**src/rtl/alu_pkg.sv**
```systemverilog
// alu_pkg: op codes, flag bit positions and shared decode helpers for alu_pipe.
package alu_pkg;
    localparam int OP_W   = 4;
    localparam int FLAG_C = 2;
    localparam int FLAG_V = 1;
    localparam int FLAG_Z = 0;

    typedef enum logic [OP_W-1:0] {
        OP_AND  = 4'b0000,
        OP_OR   = 4'b0001,
        OP_ADD  = 4'b0010,
        OP_SLTU = 4'b0011,
        OP_ANDN = 4'b0100,
        OP_ORN  = 4'b0101,
        OP_SUB  = 4'b0110,
        OP_SLT  = 4'b0111,
        OP_SLL  = 4'b1000,
        OP_SRL  = 4'b1001,
        OP_SRA  = 4'b1010
    } op_e;

    // 01xx codes run B inverted with carry-in 1; SLTU needs the same subtraction
    function automatic logic inv_b(input logic [OP_W-1:0] op);
        return op[3:2] == 2'b01 || op == OP_SLTU;
    endfunction
endpackage

```
**src/rtl/alu_pipe_if.sv**
```systemverilog
// alu_pipe_if: operation request and result handshake bundle for alu_pipe.
interface alu_pipe_if #(parameter int WIDTH = 32);
    logic             in_valid;
    logic             in_ready;
    logic [WIDTH-1:0] in_a;
    logic [WIDTH-1:0] in_b;
    logic [3:0]       in_op;
    logic             out_valid;
    logic             out_ready;
    logic [WIDTH-1:0] out_result;
    logic [2:0]       out_flags;

    modport master (
        output in_valid, in_a, in_b, in_op, out_ready,
        input  in_ready, out_valid, out_result, out_flags
    );
    modport slave (
        input  in_valid, in_a, in_b, in_op, out_ready,
        output in_ready, out_valid, out_result, out_flags
    );
endinterface

```
**src/rtl/alu_core.sv**
```systemverilog
// alu_core: combinational ALU datapath producing result and {carry, overflow, zero}.
// Shift ops exist only when ALU_PIPE_SHIFT_EN is defined; otherwise those codes are illegal.
module alu_core import alu_pkg::*; #(
    parameter int WIDTH = 32
) (
    input  logic [WIDTH-1:0] a,
    input  logic [WIDTH-1:0] b,
    input  logic [OP_W-1:0]  op,
    output logic [WIDTH-1:0] result,
    output logic [2:0]       flags
);
`ifdef ALU_PIPE_SHIFT_EN
    localparam int SW = $clog2(WIDTH);
`endif
    logic             inv, carry, ovf, arith;
    logic [WIDTH-1:0] bx, sum;

    always_comb begin
        inv = inv_b(op);
        bx = inv ? ~b : b;
        {carry, sum} = {1'b0, a} + {1'b0, bx} + {{WIDTH{1'b0}}, inv};
        ovf = (a[WIDTH-1] == bx[WIDTH-1]) && (sum[WIDTH-1] != a[WIDTH-1]);
        arith = op == OP_ADD || op == OP_SUB;
        result = '0;
        case (op_e'(op))
            OP_AND, OP_ANDN: result = a & bx;
            OP_OR, OP_ORN:   result = a | bx;
            OP_ADD, OP_SUB:  result = sum;
            OP_SLT:          result = {{(WIDTH-1){1'b0}}, sum[WIDTH-1] ^ ovf};
            OP_SLTU:         result = {{(WIDTH-1){1'b0}}, !carry};
`ifdef ALU_PIPE_SHIFT_EN
            OP_SLL:          result = a << b[SW-1:0];
            OP_SRL:          result = a >> b[SW-1:0];
            OP_SRA:          result = $signed(a) >>> b[SW-1:0];
`endif
            default:         result = '0;
        endcase
        flags = '0;
        flags[FLAG_C] = arith && carry;
        flags[FLAG_V] = arith && ovf;
        flags[FLAG_Z] = result == '0;
    end
endmodule

```
**src/rtl/alu_pipe.sv**
```systemverilog
// alu_pipe: two-stage valid/ready ALU pipeline (operand register, then result register).
// Shift ops are built only when ALU_PIPE_SHIFT_EN is defined.
module alu_pipe import alu_pkg::*; #(
    parameter int WIDTH = 32
) (
    input logic       clk,
    input logic       rst,
    alu_pipe_if.slave bus
);
    logic             s1_valid_q, s1_valid_d, s2_valid_q, s2_valid_d;
    logic [WIDTH-1:0] a_q, a_d, b_q, b_d, res_q, res_d, core_res;
    logic [OP_W-1:0]  op_q, op_d;
    logic [2:0]       flags_q, flags_d, core_flags;
    logic             s2_adv, in_ready, fire, load_s2;

    alu_core #(.WIDTH(WIDTH)) u_core (
        .a(a_q), .b(b_q), .op(op_q), .result(core_res), .flags(core_flags)
    );

    // S2 frees up when empty or draining, which in turn lets S1 take a new op
    always_comb begin
        s2_adv = !s2_valid_q || bus.out_ready;
        in_ready = !s1_valid_q || s2_adv;
        fire = bus.in_valid && in_ready;
        load_s2 = s1_valid_q && s2_adv;
        s1_valid_d = in_ready ? bus.in_valid : s1_valid_q;
        a_d = fire ? bus.in_a : a_q;
        b_d = fire ? bus.in_b : b_q;
        op_d = fire ? bus.in_op : op_q;
        s2_valid_d = s2_adv ? s1_valid_q : s2_valid_q;
        res_d = load_s2 ? core_res : res_q;
        flags_d = load_s2 ? core_flags : flags_q;
    end

    always_ff @(posedge clk or posedge rst) begin
        if (rst) begin
            s1_valid_q <= 1'b0;
            s2_valid_q <= 1'b0;
            a_q <= '0;
            b_q <= '0;
            op_q <= '0;
            res_q <= '0;
            flags_q <= '0;
        end else begin
            s1_valid_q <= s1_valid_d;
            s2_valid_q <= s2_valid_d;
            a_q <= a_d;
            b_q <= b_d;
            op_q <= op_d;
            res_q <= res_d;
            flags_q <= flags_d;
        end
    end

    assign bus.in_ready = in_ready;
    assign bus.out_valid = s2_valid_q;
    assign bus.out_result = res_q;
    assign bus.out_flags = flags_q;
endmodule

```
**src/flat_wrapper.sv**
```systemverilog
// flat-port wrapper written by rule: the top's interface ports become plain ports
module alu_pipe_flat import alu_pkg::*;
#(
    parameter int WIDTH = 32
)
  (clk, rst, bus_in_valid, bus_in_a, bus_in_b, bus_in_op, bus_out_ready, bus_in_ready, bus_out_valid, bus_out_result, bus_out_flags);
  alu_pipe_if #(.WIDTH(WIDTH)) bus_i ();
  input logic clk;
  input logic rst;
  input wire logic [$bits(bus_i.in_valid)-1:0] bus_in_valid;
  input wire logic [$bits(bus_i.in_a)-1:0] bus_in_a;
  input wire logic [$bits(bus_i.in_b)-1:0] bus_in_b;
  input wire logic [$bits(bus_i.in_op)-1:0] bus_in_op;
  input wire logic [$bits(bus_i.out_ready)-1:0] bus_out_ready;
  output wire logic [$bits(bus_i.in_ready)-1:0] bus_in_ready;
  output wire logic [$bits(bus_i.out_valid)-1:0] bus_out_valid;
  output wire logic [$bits(bus_i.out_result)-1:0] bus_out_result;
  output wire logic [$bits(bus_i.out_flags)-1:0] bus_out_flags;
  assign bus_i.in_valid = bus_in_valid;
  assign bus_i.in_a = bus_in_a;
  assign bus_i.in_b = bus_in_b;
  assign bus_i.in_op = bus_in_op;
  assign bus_i.out_ready = bus_out_ready;
  assign bus_in_ready = bus_i.in_ready;
  assign bus_out_valid = bus_i.out_valid;
  assign bus_out_result = bus_i.out_result;
  assign bus_out_flags = bus_i.out_flags;
  alu_pipe #(.WIDTH(WIDTH)) u_core (.clk(clk), .rst(rst), .bus(bus_i));
endmodule
```
**config.mk**
```make
export PLATFORM = sky130hd
export DESIGN_NAME = alu_pipe_flat
export DESIGN_NICKNAME = d
export VERILOG_FILES = /design/src/rtl/alu_pkg.sv /design/src/rtl/alu_pipe_if.sv /design/src/rtl/alu_core.sv /design/src/rtl/alu_pipe.sv /design/src/flat_wrapper.sv
export SDC_FILE = /design/constraint.sdc
export NUM_CORES = 1
export LEC_CHECK = 0
export BUFFER_PORTS_ARGS = -buffer_cell sky130_fd_sc_hd__buf_2
export CAP_MARGIN = 10
export CORE_MARGIN = 3
export CORE_UTILIZATION = 63
export CTS_CLUSTER_SIZE = 30
export DETAILED_ROUTE_END_ITERATION = 6
export HOLD_SLACK_MARGIN = 0.1
export PLACE_DENSITY_LB_ADDON = 0.1
export SLEW_MARGIN = 25
export SYNTH_ARGS = -nofsm -noshare
export SYNTH_HDL_FRONTEND = slang
export SYNTH_SLANG_ARGS = --single-unit
```
**constraint.sdc**
```tcl
create_clock -name clk -period 11.8 [get_ports clk]
set_clock_uncertainty 0.05 [all_clocks]
set_input_delay 0.59 -clock clk [delete_from_list [all_inputs] [get_ports clk]]
set_output_delay 0.59 -clock clk [all_outputs]
set_load 0.02 [all_outputs]
```
==> flow_metrics.env <==
export IMPL_status="completed"
export IMPL_synth_edf_count=0
export IMPL_maxCapViolCount=0
export IMPL_die_w_um=116.1
export IMPL_antenna_found_initial=0
export IMPL_start_util_pct=65.70
export IMPL_p_leak_nw=4.062
export IMPL_timing_final_crit_share_pct=43.55
export IMPL_h_tree_depth=3
export IMPL_synth_async_reset_ratio_pct=100.0
export IMPL_critPathCaptureType="register"
export IMPL_grt_max_degree=69
export IMPL_drcViolationCount=0
export IMPL_critPathMaxFanout=31
export IMPL_ys_warn_count=0
export IMPL_ctsLongestPathBuffers=2
export IMPL_synthCells=828
export IMPL_dpl_cell_area_mm2=0.008210
export IMPL_vias=6684
export IMPL_slew_viol_final=0
export IMPL_grt_pass1_wl_um=33010
export IMPL_power_density_mw_per_mm2=202.8
export IMPL_synth_seq_area_share_pct=34.44
export IMPL_r2r_start="u_core.op_q[1]"
export IMPL_dp_slack_ns=6.806
export IMPL_met3_length_um=1582
export IMPL_setup_viol=0
export IMPL_drive_above_1_share_pct=25.74
export IMPL_cts_root_buf="clkbuf_16"
export IMPL_grt_util_all_layers_pct=31.43
export IMPL_clock_sinks=105
export IMPL_core_area_mm2=0.01161
export IMPL_syn_area_mm2=0.007630
export IMPL_path_cells="a21oi_4 > nor2_4 > buf_4 > xor2_1 > inv_1 > ha_1 > nand4_2 > o22ai_2 > nand2b_1 > o21ai_4 > a211oi_1 > o21ai_0 > a31o_1 > or4_1 > nor4_1 > a32o_2"
export IMPL_wirelength_um=20800
export IMPL_finalSetupTns_ns=0
export IMPL_clk_latency_ns=0.36
export IMPL_ys_ff_latch=105
export IMPL_crit_path_top_delay_cell="dfrtp_1"
export IMPL_critPathBufInv=2
export IMPL_dieArea_mm2=0.01347
export IMPL_final_area_mm2=0.008511
export IMPL_finalWorstSetupSlack_ns=6.661
export IMPL_drtIter0Drc=589
export IMPL_synth_area_leaders="dfrtp_1 (34%), mux2_2 (11%), ha_1 (10%)"
export IMPL_max_stage_delay_ns=0.67
export IMPL_yosysTopAreaCell="dfrtp_1"
export IMPL_r2r_setup_slack_ns=6.66
export IMPL_gp_congestion=0.9719
export IMPL_hold_viol=0
export IMPL_ioPinCount=109
export IMPL_synthFlopType="dfrtp_1"
export IMPL_vias_per_cell=6.306
export IMPL_tightest_slew_ns=0.8831
export IMPL_first_pass_iters=7
export IMPL_top_layer_used="met4"
export IMPL_synth_top_area_share_pct=34.44
export IMPL_fin_cells=1060
export IMPL_critical_path_class="register to register"
export IMPL_area_growth_pct=11.54
export IMPL_syn_avg_cell_area_um2=9.215
export IMPL_port_buffers=108
export IMPL_reg2reg_to="u_core.bus.out_flags[0]"
export IMPL_final_cell_mix="buf_2 (108), dfrtp_1 (105), mux2_2 (76), inv_1 (69), nand2_1 (64)"
export IMPL_slew_headroom_pct=41.13
export IMPL_final_common_cell="buf_2"
export IMPL_ant_nets=0
export IMPL_cts_resized=0
export IMPL_cts_made_buffers=9
export IMPL_fmax_mhz=194.6
export IMPL_rsz0062_at_grt="no"
export IMPL_ff2ff_path_depth=16
export IMPL_hold_class="input pin to asynchronous set/reset pin"
export IMPL_crit_arrival_ns=5.39
export IMPL_synthDistinctLibCells=78
export IMPL_met2_length_um=9772
export IMPL_die_h_um=116.1
export IMPL_grt_overflow=0
export IMPL_ctsHoldBuffers=0
export IMPL_cts_setup_buffers=0
export IMPL_dp_hpwl_um=15870
export IMPL_wl_met1_um=9044
export IMPL_dp_cells=1044
export IMPL_irDropWorstVdd_uv=149.2
export IMPL_wl_per_cell_um=19.62
export IMPL_final_nets=1047
export IMPL_path_clk_slew_ns=0.08
export IMPL_cts_tree="built"
export IMPL_first_global_vias=6365
export IMPL_cp_required_ns=12.05
export IMPL_path_delay_family="compound AO/OA/AOI/OAI gates"
export IMPL_antenna_cells=0
export IMPL_synth_fp_nets=963
export IMPL_placementRows=39
export IMPL_fin_crit_ns=5.139
export IMPL_power_total_mw=1.726
export IMPL_cp_start_kind="register"
## routing by layer
layer | track usage [%] | vias up
met3 | 5.326 | 42
li1 | - | 3083
met1 | 43.44 | 3230
met5 | 0 | -
met4 | 8.507 | 0
met2 | 51.36 | 329
## worst max-delay path by stage
stage                         startpoint                 endpoint  slack, ns  cells after the start
after CTS                 u_core.op_q[1]  u_core.bus.out_flags[0]       6.76                     16
after global routing      u_core.op_q[1]  u_core.bus.out_flags[0]       6.39                     16
after detailed placement  u_core.op_q[1]  u_core.bus.out_flags[0]       6.81                     16
final                     u_core.op_q[1]  u_core.bus.out_flags[0]       6.66                     16
after floorplan           u_core.op_q[3]  u_core.bus.out_flags[0]       7.55                     15
after global placement    u_core.op_q[1]  u_core.bus.out_flags[0]       6.88                     16
## cells by family (layout without fill, tap and decap cells)
family | count (synthesis) | count (layout) | share of synthesized area [%]
adder cells (fa/ha/maj) | 63 | 63 | 10.43
flip-flops | 105 | 105 | 34.44
XOR/XNOR | 47 | 47 | 5.395
buffers and inverters | 111 | 200 | 6.051
AND/OR/NAND/NOR | 207 | 207 | 13.38
AO/OA/AOI/OAI | 217 | 217 | 18.83
multiplexers | 78 | 78 | 11.48
## stage by stage
step	utilization, %	hold slack [ns]
finish	73.28	0.2504
global route	73.28	0.2846
CTS	73.28	0.2708
detailed placement	70.70	0.4183
global placement	70.70	0.4048
floorplan	-	0.4211
## report_power, final
group | internal (mW) | switching (mW)
sequential | 0.431 | 0.0582
combinational | 0.346 | 0.588
clock | 0.159 | 0.145
## cell usage after synthesis (all sizes together) (3+ instances only)
cell type	instances
ha	62
a221oi	4
and3	4
xor2	40
o22ai	5
o2111ai	4
inv	70
nand3	13
clkbuf	16
o31a	4
buf	25
o21bai	3
xnor2	7
a211oi	19
nand2b	13
o31ai	5
a311oi	3
and2	4
nand3b	3
a21o	7
nor2b	4
nand4	11
dfrtp	105
o21ai	65
a22oi	4
nor4	6
a21oi	50
o211ai	6
a31oi	12
o21a	8
or3	7
nor3	11
nand2	68
nor2	54
a31o	3
mux2	76
## worst reg2reg max path, stage by stage, from the launching register on
cell and delay [ns]:
dfrtp_1 0.67, a21oi_4 0.15, nor2_4 0.10, buf_4 0.46, xor2_1 0.25, inv_1 0.06
ha_1 0.49, nand4_2 0.20, o22ai_2 0.29, nand2b_1 0.23, o21ai_4 0.09, a211oi_1 0.49
o21ai_0 0.15, a31o_1 0.31, or4_1 0.56, nor4_1 0.32, a32o_2 0.21
## sequential cells by signal, summed over array words and instances, names as in the netlist
register,flops
u_core.b_q,32
u_core.op_q,4
u_core.bus.out_flags,3
u_core.bus.out_result,32
u_core.s1_valid_q,1
u_core.bus.out_valid,1
u_core.a_q,32
## area by class of cell
cell class	count	area [µm²]
inverter	70	265.3
multi-input combinational	612	4553
clock buffer	11	252.7
clock inverter	5	47.55
sequential	105	2628
timing repair buffer	114	585.6
tap	143	178.9
fill	864	3103
Note: power is estimated with default switching activity, not from simulation.
